**src/rtl/rom_pkg.sv**
```systemverilog
// Shared definitions for the ROM and its fetch unit: default ROM geometry,
// fetch FSM state encoding, the instruction presented when nothing is valid,
// and the PC increment.
// Build option: FETCH_MISALIGN_TRAP_EN adds the FAULT state to fetch_state_e.
package rom_pkg;

  localparam int ROM_ADDR_WIDTH = 8;
  localparam int ROM_DATA_WIDTH = 32;

  // Byte distance between consecutive instruction words.
  localparam int PC_STEP = 4;

  // Value held in the instruction register out of reset.
  localparam logic [31:0] INSTR_NOP = 32'h0000_0000;

  // Fetch FSM states. FAULT only exists when misaligned redirects trap.
  typedef enum logic [1:0] {
    RUN  = 2'd0,
    HALT = 2'd1
`ifdef FETCH_MISALIGN_TRAP_EN
    ,
    FAULT = 2'd2
`endif
  } fetch_state_e;

  // A byte PC is word-aligned when its two low bits are zero.
  function automatic logic is_misaligned(input logic [1:0] pc_lo);
    return pc_lo != 2'b00;
  endfunction

endpackage

```
**src/rtl/fetch_pc_gen.sv**
```systemverilog
// Fetch PC register and next-PC selection for rom_fetch_unit.
// Priority: redirect target, then sequential increment, otherwise hold.
// The PC wraps modulo 2^PC_WIDTH with no indication.
// Build option: FETCH_MISALIGN_TRAP_EN exposes the redirect alignment check
// so the parent can trap instead of loading a misaligned target.
module fetch_pc_gen
  import rom_pkg::*;
#(
  parameter int                  PC_WIDTH = ROM_ADDR_WIDTH + 2,
  parameter logic [PC_WIDTH-1:0] RESET_PC = '0
) (
  input  logic                clk_i,
  input  logic                rst_i,
  input  logic                redirect_en_i,
  input  logic [PC_WIDTH-1:0] redirect_pc_i,
  input  logic                advance_i,
  output logic [PC_WIDTH-1:0] fetch_pc_o
`ifdef FETCH_MISALIGN_TRAP_EN
  ,
  output logic                misaligned_o
`endif
);

  logic [PC_WIDTH-1:0] fetch_pc_d;
  logic [PC_WIDTH-1:0] fetch_pc_q;
  logic [PC_WIDTH-1:0] target_aligned;

  // Targets are always word-aligned before loading; when trapping is enabled
  // the parent never asserts redirect_en_i for a misaligned target anyway.
  assign target_aligned = redirect_pc_i & ~PC_WIDTH'(PC_STEP - 1);

`ifdef FETCH_MISALIGN_TRAP_EN
  assign misaligned_o = is_misaligned(redirect_pc_i[1:0]);
`endif

  // Next-PC mux: redirect wins over sequential advance; otherwise hold.
  always_comb begin
    fetch_pc_d = fetch_pc_q;
    if (redirect_en_i) begin
      fetch_pc_d = target_aligned;
    end else if (advance_i) begin
      fetch_pc_d = fetch_pc_q + PC_WIDTH'(PC_STEP);
    end
  end

  // PC register with synchronous reset to RESET_PC.
  always_ff @(posedge clk_i) begin
    if (rst_i) begin
      fetch_pc_q <= RESET_PC;
    end else begin
      fetch_pc_q <= fetch_pc_d;
    end
  end

  assign fetch_pc_o = fetch_pc_q;

endmodule

```
**src/rtl/rom_fetch_unit.sv**
```systemverilog
// Instruction fetch unit between a combinational ROM and the decode stage.
// Drives the ROM word address from the fetch PC, registers the returned word
// with its byte PC, and offers it to decode with a valid/ready handshake.
// Supports stall, redirect and halt, sustaining one instruction per cycle.
// Build option: FETCH_MISALIGN_TRAP_EN makes a misaligned redirect enter a
// sticky FAULT state (fault_o=1, no further fetches until reset); without it
// the redirect target's low two bits are cleared and fault_o is tied low.
module rom_fetch_unit
  import rom_pkg::*;
#(
  parameter int                  ADDR_WIDTH = ROM_ADDR_WIDTH,
  parameter int                  DATA_WIDTH = ROM_DATA_WIDTH,
  parameter int                  PC_WIDTH   = ADDR_WIDTH + 2,
  parameter logic [PC_WIDTH-1:0] RESET_PC   = '0
) (
  input  logic                  clk_i,
  input  logic                  rst_i,
  output logic [ADDR_WIDTH-1:0] rom_addr_o,
  input  logic [DATA_WIDTH-1:0] rom_data_i,
  output logic [DATA_WIDTH-1:0] instr_o,
  output logic [PC_WIDTH-1:0]   pc_o,
  output logic                  valid_o,
  input  logic                  ready_i,
  input  logic                  redirect_i,
  input  logic [PC_WIDTH-1:0]   redirect_pc_i,
  input  logic                  halt_i,
  output logic                  fault_o,
  output fetch_state_e          state_o
);

  // Handshake toward decode: instr_o/pc_o are offered while valid_o is high
  // and stay stable until the cycle where valid_o && ready_i, which is the
  // transfer. valid_o never depends combinationally on ready_i, and a
  // transfer coinciding with a redirect still counts as accepted.

  logic [DATA_WIDTH-1:0] instr_d, instr_q;
  logic [PC_WIDTH-1:0]   pc_d, pc_q;
  logic                  valid_d, valid_q;
  fetch_state_e          state_d, state_q;

  logic [PC_WIDTH-1:0]   fetch_pc;
  logic                  load;
  logic                  redirect_take;
  logic                  advance;
  logic                  frozen;
  logic                  trap;

`ifdef FETCH_MISALIGN_TRAP_EN
  logic                  misaligned;
  logic                  fault_d, fault_q;
`endif

  fetch_pc_gen #(
    .PC_WIDTH (PC_WIDTH),
    .RESET_PC (RESET_PC)
  ) u_fetch_pc_gen (
    .clk_i         (clk_i),
    .rst_i         (rst_i),
    .redirect_en_i (redirect_take),
    .redirect_pc_i (redirect_pc_i),
    .advance_i     (advance),
    .fetch_pc_o    (fetch_pc)
`ifdef FETCH_MISALIGN_TRAP_EN
    ,
    .misaligned_o  (misaligned)
`endif
  );

  // The ROM answers in the same cycle, so the word address is the fetch PC.
  assign rom_addr_o = fetch_pc[PC_WIDTH-1:2];

`ifdef FETCH_MISALIGN_TRAP_EN
  assign frozen = (state_q == FAULT);
  assign trap   = redirect_i && misaligned;
`else
  assign frozen = 1'b0;
  assign trap   = 1'b0;
`endif

  // Next-state and output-register selection. Priority: fault freeze,
  // redirect (flushes the held instruction), halt (drain only), load.
  always_comb begin
    instr_d       = instr_q;
    pc_d          = pc_q;
    valid_d       = valid_q;
    redirect_take = 1'b0;
    advance       = 1'b0;
    load          = !valid_q || ready_i;

    if (frozen) begin
      valid_d = 1'b0;
    end else if (redirect_i) begin
      valid_d       = 1'b0;
      redirect_take = !trap;
    end else if (halt_i) begin
      if (valid_q && ready_i) begin
        valid_d = 1'b0;
      end
    end else if (load) begin
      instr_d = rom_data_i;
      pc_d    = fetch_pc;
      valid_d = 1'b1;
      advance = 1'b1;
    end

    // HALT means halt requested and nothing left to hand to decode.
    state_d = (halt_i && !valid_d) ? HALT : RUN;
`ifdef FETCH_MISALIGN_TRAP_EN
    if (frozen || trap) begin
      state_d = FAULT;
    end
    fault_d = fault_q || trap;
`endif
  end

  // FSM state and registered outputs, cleared by synchronous reset.
  always_ff @(posedge clk_i) begin
    if (rst_i) begin
      instr_q <= DATA_WIDTH'(INSTR_NOP);
      pc_q    <= '0;
      valid_q <= 1'b0;
      state_q <= RUN;
`ifdef FETCH_MISALIGN_TRAP_EN
      fault_q <= 1'b0;
`endif
    end else begin
      instr_q <= instr_d;
      pc_q    <= pc_d;
      valid_q <= valid_d;
      state_q <= state_d;
`ifdef FETCH_MISALIGN_TRAP_EN
      fault_q <= fault_d;
`endif
    end
  end

  assign instr_o = instr_q;
  assign pc_o    = pc_q;
  assign valid_o = valid_q;
  assign state_o = state_q;

`ifdef FETCH_MISALIGN_TRAP_EN
  assign fault_o = fault_q;
`else
  assign fault_o = 1'b0;
`endif

endmodule
```
**config.mk**
```make
export PLATFORM = sky130hd
export DESIGN_NAME = rom_fetch_unit
export DESIGN_NICKNAME = d
export VERILOG_FILES = /design/src/rtl/rom_pkg.sv /design/src/rtl/fetch_pc_gen.sv /design/src/rtl/rom_fetch_unit.sv
export SDC_FILE = /design/constraint.sdc
export NUM_CORES = 1
export LEC_CHECK = 0
export ABC_AREA = 1
export CAP_MARGIN = 5
export CORE_ASPECT_RATIO = 0.7
export CORE_MARGIN = 8
export CORE_UTILIZATION = 40
export CTS_CLUSTER_DIAMETER = 150
export DETAILED_ROUTE_END_ITERATION = 6
export GPL_TIMING_DRIVEN = 1
export HOLD_SLACK_MARGIN = 0.06
export PLACE_DENSITY = 0.79
export SLEW_MARGIN = 20
export SYNTH_ARGS = -nofsm -noshare
export SYNTH_HDL_FRONTEND = slang
export SYNTH_SLANG_ARGS = --single-unit
```
**constraint.sdc**
```tcl
create_clock -name clk_i -period 1.41 [get_ports clk_i]
set_input_delay 0.282 -clock clk_i [delete_from_list [all_inputs] [get_ports clk_i]]
set_output_delay 0.282 -clock clk_i [all_outputs]
set_load 0.03 [all_outputs]
```
Word level (Yosys, flattened, before mapping)
Index checks and enable logic that the tools add are counted.
{"block": "totals", "regBits": 55, "out_inout_bits": 54, "wordCells": 28}
{"block": "op_classes", "addsub": 1, "mux": 11, "bitwise": 2, "reduce_logical": 8}
{"cell": "10-bit 2-to-1 mux", "count": 2}
{"cell": "10-bit by 3-bit adder with 10-bit output, second input constant", "count": 1}
{"cell": "1-bit 2-to-1 mux", "count": 9}
{"cell": "3-bit AND reduction", "count": 1}
{"cell": "1-bit logical AND", "count": 2}
{"cell": "1-bit zero test", "count": 2}
{"cell": "1-bit NOT", "count": 2}
{"cell": "2-bit nonzero test", "count": 1}
{"cell": "2-bit OR reduction", "count": 1}
{"cell": "1-bit logical OR", "count": 1}

Depth between registers and ports, before layout
Gate-level depths: netlist (run 1).
{"block": "depth", "word_depth": 8, "mapped_depth": 8}

Hierarchy
A second synthesis (run 1) with hierarchy kept.
{"block": "unflattened", "hier_cells": 365, "hier_area_um2": 2502.4}
{"module": "rom_fetch_unit", "instances": 1, "cells_each": 292, "area_per_inst_um2": 1991.9, "seq_area_each_um2": 880.8}
{"module": "fetch_pc_gen", "instances": 1, "cells_each": 73, "area_per_inst_um2": 510.5, "seq_area_each_um2": 160.2}

Least setup slack after synthesis (run 1)
OpenSTA, ideal clock, no wires.
{"block": "synth_timing", "kind": "flip-flop to flip-flop", "startpoint": "reg u_fetch_pc_gen.fetch_pc_q[2], in the netlist u_fetch_pc_gen.fetch_pc_o[2]", "endpoint": "reg u_fetch_pc_gen.fetch_pc_q[8], in the netlist u_fetch_pc_gen.fetch_pc_o[8]", "setup_time_ns": 0.118, "arrival_time_ns": 1.225, "path_slack_ns": 0.067, "stages_incl_launch_ff": 7, "n_path_buf": 0, "cell_sequence": "dfxtp_1 ha_1 nand2_1 nor2_1 nand3_1 nand3_1 a21oi_1"}
{"block": "synth_via", "elab_chain_cells": 3}
{"element": "from (decl)", "line_no": "fetch_pc_gen.sv:25", "rtl": "logic [PC_WIDTH-1:0] fetch_pc_q;"}
{"element": "from (signal assigned)", "line_no": "fetch_pc_gen.sv:51", "rtl": "fetch_pc_q <= fetch_pc_d;"}
{"element": "10-bit by 3-bit adder with 10-bit output", "line_no": "fetch_pc_gen.sv:42", "rtl": "fetch_pc_d = fetch_pc_q + PC_WIDTH'(PC_STEP);"}
{"element": "10-bit 2-to-1 mux", "line_no": "fetch_pc_gen.sv:41", "rtl": "end else if (advance_i) begin"}
{"element": "10-bit 2-to-1 mux", "line_no": "fetch_pc_gen.sv:39", "rtl": "if (redirect_en_i) begin"}
No other way between the ends. The select of a mux whose other input is x is not followed.
A chain may end at the register's enable or synchronous reset.

Final worst setup path (run 1)
{"block": "layout_timing", "startpoint": "reg u_fetch_pc_gen.fetch_pc_q[6], in the netlist u_fetch_pc_gen.fetch_pc_o[6]", "endpoint": "out rom_addr_o[4]"}
{"element": "to (decl)", "line_no": "rom_fetch_unit.sv:18", "rtl": "output logic [ADDR_WIDTH-1:0] rom_addr_o,"}
No word-level cell between the ends.

==> results of run 1 <==
-- sequential cells by signal, indices dropped and copies added (netlist names) --
| signal | count |
|---|---|
| instr_o | 32 |
| pc_o | 8 |
| state_o | 1 |
| u_fetch_pc_gen.fetch_pc_o | 8 |
| valid_o | 1 |
-- layout by cell type, fill, tap and decap left out, types with 4 or more instances in the layout --
master / synthesis / routed
a21oi_1: 13 / 13
buf_12: 0 / 9
buf_4: 5 / 18
clkbuf_8: 0 / 5
clkdlybuf4s50_1: 0 / 44
conb_1: 1 / 4
dfxtp_1: 50 / 50
dlygate4sd2_1: 0 / 46
inv_1: 16 / 16
nand2_1: 26 / 26
nand3_1: 11 / 11
nor2_1: 80 / 80
o21ai_0: 15 / 15
o21ai_1: 30 / 30
-- final cells by class --
| type | count | area share [%] |
|---|---|---|
| Sequential cell | 50 | 31.2 |
| Inverter | 17 | 1.99 |
| Timing Repair Buffer | 117 | 36.1 |
| Multi-Input combinational cell | 187 | 25.7 |
| Clock inverter | 2 | 0.312 |
| Tap cell | 69 | 2.69 |
| Clock buffer | 5 | 2.14 |
-- kinds of logic after synthesis --
logic type      count (synthesis)  share of synthesized area [%]
flops                          50                           49.2
compound gates                 59                           14.6
other cells                     1                          0.184
simple gates                  122                           24.0
fa+ha+maj                       1                          0.615
buf+inv                        37                           10.9
xor+xnor                        1                          0.431
-- repair_timing --
action / 4_1_cts / 5_1_grt
pin swaps: 0 / 0
buffers inserted: 0 / 0
setup endpoints to repair: 46 / 1
hold endpoints to repair: 0 / 0
gates resized for setup: 46 / 1
-- stage by stage --
stage	hold WS (ns)	worst slack [ns]	util, %	TNS [ns]
CTS	0.487	0.0638	66.4	0
global route	0.508	0.00359	66.5	0
finish	0.479	0.0671	66.5	0
detailed placement	0.470	-0.176	66.0	-6.22
global placement	0.461	-0.123	66.0	-5.01
floorplan	0.425	0.0667	-	0
-- routing by layer --
metal	wire, um	vias up	track usage [%]
met2	2570	71	25.1
met5	0	-	0
met4	0	0	1.48
met1	2610	911	18.7
met3	607	0	7.57
li1	-	1065	-
-- power by group through the flow --
stage	combinational, mW	clock [mW]	sequential (mW)
floorplan	0.262	0	1.78
global placement	0.867	0	1.59
detailed placement	0.879	0	1.59
CTS	0.823	0.806	1.56
global route	0.887	0.878	1.57
finish	0.814	0.768	1.56
-- final timing paths --
path                                                   start                            to  slack [ns]  cells past startpoint
worst max register to register  u_fetch_pc_gen.fetch_pc_o[3]  u_fetch_pc_gen.fetch_pc_o[8]        0.14                      7
worst max-delay path            u_fetch_pc_gen.fetch_pc_o[6]                 rom_addr_o[4]        0.07                      1
worst min-delay path                             instr_o[23]                   instr_o[23]        0.48                      2
worst min register to register                   instr_o[23]                   instr_o[23]        0.48                      2
==> summary.md, run 1 <==
| Metric | Value |
|---|---|
| Flop pwr share | about 50% |
| NetSw | between 0.9 and 1 mW |
| CP Max Fanout | 2 |
| Vias | 2047 |
| IO Count | 101 |
| DR WL/cell | 13.0 um |
| CTS Buf Count | 5 |
| MaxCap Viol Count | 0 |
| Largest net degree at the start of global routing | 42 |
| Commonest cells in the netlist | nor2_1, dfxtp_1, o21ai_1 |
| Critical Path RT | 1.13 ns |
| Syn_area_per_cell | between 7 and 8 um2 |
| Clock tree sinks | 50 |
| Area of the multi-input gates | between 800 and 900 um2 |
| Synth Flop Type | dfxtp_1 |
| Final hold viol count | 0 |
| Count leader, synth | nor2_1 |
| Top cell family by delay on the critical path | buffers and inverters |
| Core ar. | 4830 um2 |
| Die Area | around 7700 um2 |
| GRT Overall Usage | between 10% and 20% |
| First-pass GRT wire length | roughly 9.4 mm |
| Post-route cell area | roughly 3200 um2 |
| Via-per-instance ratio | 4.58 |
| Fin cells | around 450 |
| Hpwl dp | 4.56 mm |
| Mapped cell area | approximately 2000 um2 |
| Initial drt markers | roughly 70 |
| Crit path buf inv count | 1 |
| CP peak stage delay | ~0.41 ns |
| Clk pwr share | about a quarter |
| Hold Crit Class | reg2reg |
| Synth Warn # | 0 |
| Starting Density | a little over two fifths |
| Die W | between 100 and 150 um |
| Skew-Pair Late Insertion Delay | between 0.2 and 0.3 ns |
| Filler cell count | 440 |
| Post-synthesis register bit count | 50 |
| Placed insts | 440 |
| Gpl congestion | 0.868 |
| IO Port Bufs | 94 |
| Final setup viols | 0 |
| Max Slew Vio Count | 0 |
| Final Skew | roughly 0.0085 ns |
| Area grow syn2layout | 58.0% |
| PwrDens | a little under 1000 nW/um2 |
| # DRC | 0 |
| Initial antenna violation count | 0 |
| Placed Area | approximately 3200 um2 |
| Clk Tree Root Cell | clkbuf_8 |
| Nets@finish | roughly 430 |
| Lkg Pwr | 1.51 nW |
| Vias in the first global route | approximately 2.0k |
| Critical path type | reg2out |
| Worst-path cell chain | dlygate4sd2_1 |
| Clock edge transition at the registers on the reported setup and hold paths | roughly 0.090 ns |
| Overall Power | approximately 3.1 mW |
| Setup crit end kind | output pin |
| CTS Hold Bufs | 0 |
| Fin crit share | between 90% and 100% |
| TritonCTS clock tree | yes |
| Status | complete, no violations |
| Post-Route WL | 5.79 mm |
| 1st-pass router iterations | 4 |
| Slowest cell on the critical path | dlygate4sd2_1 |
| Row cnt | 21 |
| CP arrival | around 1.1 ns |
| Critical path startpoint category | flop |
| Sequential fraction of the synthesis area | between 40% and 50% |
| Post-synth top area cell | dfxtp_1 |
| Htree depth | 2 |
| F_max | 745 MHz |
| Worst VDD drop | between 500 and 600 uV |
| Ys async rst share | 0% |
| Unrepaired setup endpoints after global routing | false |
| Register area | ~1000 um2 |
| Die Y | 75.7 um |
| Post-synth cell types | 23 |
| Syn Inst Count | about 270 |
| Longest Clk Path Bufs | 2 |
| Top-area cell type share of the netlist area | 49.2% |
| Layout cells sized above 1 | 10.3% |
| Post-synth EDFFs | 0 |
| Internal Pwr Total | approximately 2.2 mW |
| Gate power share | between 20% and 30% |
| Sw Ratio | 29.8% |
| # diodes | 0 |
| Total congestion overflow | 0 |
| Tmin final | 1.34 ns |
| Synth area leaders | dfxtp_1, nor2_1, o21ai_1, nand2_1, o21ai_0 |
| Antenna Violating Nets Remaining | 0 |
(Power assumes the default switching activity.)
==> run 2: changes to the inputs <==
- ABC_AREA: 1 -> not set
- CORE_UTILIZATION: 40 -> 30
- PLACE_DENSITY: 0.79 -> 0.62
==> run 2 against run 1 <==
Net effect:
- sequential power about the same
- largest power group unchanged
- clock power increased by 19%
- highest routed layer is now met4
- core utilization decreased by 15 points
==> summary.md, run 2 <==
| Metric | Value |
|---|---|
| DR WL/cell | 14.8 um |
| Fin crit share | roughly 98% |
| Register area | between 1000 and 1500 um2 |
| Row cnt | 25 |
| Longest Clk Path Bufs | 2 |
| PwrDens | between 900 and 1000 nW/um2 |
| F_max | ~720 MHz |
| Vias | 1759 |
| Commonest cells in the netlist | dfxtp_1, nor2_1, mux2i_1 |
| Largest net degree at the start of global routing | approximately 50 |
| CP arrival | around 1.6 ns |
| Critical path type | reg2reg |
| Setup crit end kind | flop |
| Post-synth EDFFs | 0 |
| CP Max Fanout | 7 |
| Clk Tree Root Cell | clkbuf_8 |
| Crit path setup slack, layout | ~0.027 ns |
| TritonCTS clock tree | yes |
| Post-Synth XOR/XNOR Area | under 10% |
| IO Port Bufs | 94 |
| Via-per-instance ratio | around 4.3 |
| Worst Reg-to-Reg Cells | 7 |
| GRT Overall Usage | about 12% |
| # diodes | 0 |
| Adder-cell share of the synthesized area | 0.625% |
| Hold Crit Class | in2reg |
| Top-area cell type share of the netlist area | between 50% and 60% |
| Post-Route WL | ~6 mm |
| Worst VDD drop | 524 uV |
| 1st-pass router iterations | 4 |
| Initial antenna violation count | 0 |
| Count leader, synth | dfxtp_1 |
| Layout cells sized above 1 | 17.1% |
| Synth Flop Type | dfxtp_1 |
| Filler cell count | roughly 660 |
| Status | complete, no violations |
| Die Area | about 9600 um2 |
| Syn_area_per_cell | 10.0 um2 |
| Area grow syn2layout | 69.2% |
| Gpl congestion | ~0.74 |
| Combinational family with the most area after synthesis | multiplexers |
| Sequential fraction of the synthesis area | about 50% |
| CTS Hold Bufs | 0 |
| Die W | between 100 and 150 um |
| Compound-cell area share of the yosys netlist | under 10% |
| Initial drt markers | 40 |
| Synth Warn # | 0 |
| Post-synth top area cell | dfxtp_1 |
| First-pass GRT wire length | between 9 and 10 mm |
| Final setup viols | 0 |
| Lkg Pwr | around 1.6 nW |
| Syn Inst Count | 200 |
| Hpwl dp | 4.14 mm |
| Synth area leaders | dfxtp_1, mux2i_1, nor2_1, xor2_1, o21a_1 |
| Clock edge transition at the registers on the reported setup and hold paths | about 0.090 ns |
| Htree depth | 2 |
| Area of the multi-input gates | just over 900 um2 |
| Total congestion overflow | 0 |
| Pre-CTS setup slack | -0.540 ns |
| IO Count | roughly 100 |
| Clock tree sinks | 50 |
| # DRC | 0 |
| Starting Density | 30.3% |
| Antenna Violating Nets Remaining | 0 |
| Max Slew Vio Count | 0 |
| Post-synthesis register bit count | 50 |
| Most frequent cells in the layout | dlygate4sd2_1, dfxtp_1, nor2_1, clkdlybuf4s50_1, mux2i_1 |
| Nets@finish | 362 |
| Ys async rst share | 0% |
| Fin util | 51.3% |
| Fraction of the mapped netlist area in simple logic gates | between 10% and 20% |
| Tmin final | about 1.4 ns |
| MaxCap Viol Count | 0 |
| Max reg flops | 32 |
| Hold depth | 3 |
| Core ar. | roughly 6600 um2 |
| Final hold viol count | 0 |
| CTS Buf Count | 5 |
| Mapped cell area | ~2000 um2 |
| Critical Path RT | about 1.6 ns |
| Unrepaired setup endpoints after global routing | true |
| Post-synth cell types | 24 |
| Critical path startpoint category | flop |
| Mux cell area share after synthesis | between 20% and 30% |
| Final Skew | approximately 0.0057 ns |
| Skew-Pair Late Insertion Delay | roughly 0.30 ns |
| Vias in the first global route | between 1.5k and 2k |
| Die Y | approximately 84 um |
## run 2: cell type report
class / instances / share of cell area, %
inverters: 7 / 0.776
flip-flops and latches: 50 / 29.8
repair buffers: 122 / 36.1
multi-input cells: 128 / 26.9
clock buffers: 8 / 2.99
well taps: 94 / 3.47
## run 2: kinds of logic after synthesis
kind of cell	Yosys count
simple gates	59
xor+xnor	7
flops	50
buf+inv	25
mux	40
compound gates	17
fa+ha+maj	1
other cells	1
## run 2: what timing repair did
item / 4_1_cts / 5_1_grt
resized for setup: 63 / 11
endpoints found under the hold margin: 0 / 0
buffers inserted: 8 / 0
gates cloned: 3 / 0
endpoints found under the setup margin: 95 / 28
pin swaps: 1 / 10
## run 2: through the flow
| stage | hold slack [ns] | instance area [um2] | std cells | TNS [ns] | total power [mW] |
|---|---|---|---|---|---|
| final | 0.421 | 3390 | 409 | 0 | 3.18 |
| after global routing | 0.417 | 3390 | 409 | -0.365 | 3.35 |
| after CTS | 0.428 | 3370 | 409 | 0 | 3.23 |
| after detailed placement | 0.480 | 3120 | 390 | -24.44 | 2.27 |
| after global placement | 0.472 | 3120 | 390 | -21.70 | 2.26 |
| after floorplan | 0.429 | 2020 | 203 | -1.59 | 1.93 |
## run 2: path summary, 6_finish.rpt
kind	startpoint	to	slack [ns]
worst max-delay path	valid_o	instr_o[28]	0.03
worst min-delay path	rst_i	instr_o[29]	0.42
worst max register to register	valid_o	instr_o[28]	0.03
worst min register to register	instr_o[20]	instr_o[20]	0.49
## run 2: power breakdown
| group | leakage, nW | total [mW] | switching, mW | internal, mW |
|---|---|---|---|---|
| logic | 1.10 | 0.730 | 0.368 | 0.362 |
| registers | 0.412 | 1.53 | 0.0447 | 1.48 |
| clock network | 0.0506 | 0.917 | 0.456 | 0.460 |
## run 2: critical path: stages, from the launching register on
cell	delay, ns
dfxtp_4	0.35
nor2b_4	0.14
nor3_4	0.14
buf_6	0.14
buf_12	0.12
buf_12	0.13
mux2i_1	0.20
nor2_1	0.06
## run 2: per-layer routing
layer	wire length (um)	track usage, %	part of all wire [%]	vias up
met2	2680	19.9	44	61
li1	-	-	-	886
met4	36	2.89	0.59	0
met5	0	0	0	-
met1	2770	14.9	46	808
met3	574	5.59	9.5	4
==> run 3: changes to the inputs <==
- ABC_CLOCK_PERIOD_IN_PS: not set -> 1410
- SLEW_MARGIN: 20 -> not set
==> results of run 3 <==
Same layout as run 2: the final DEF is identical, and so are final timing and power.
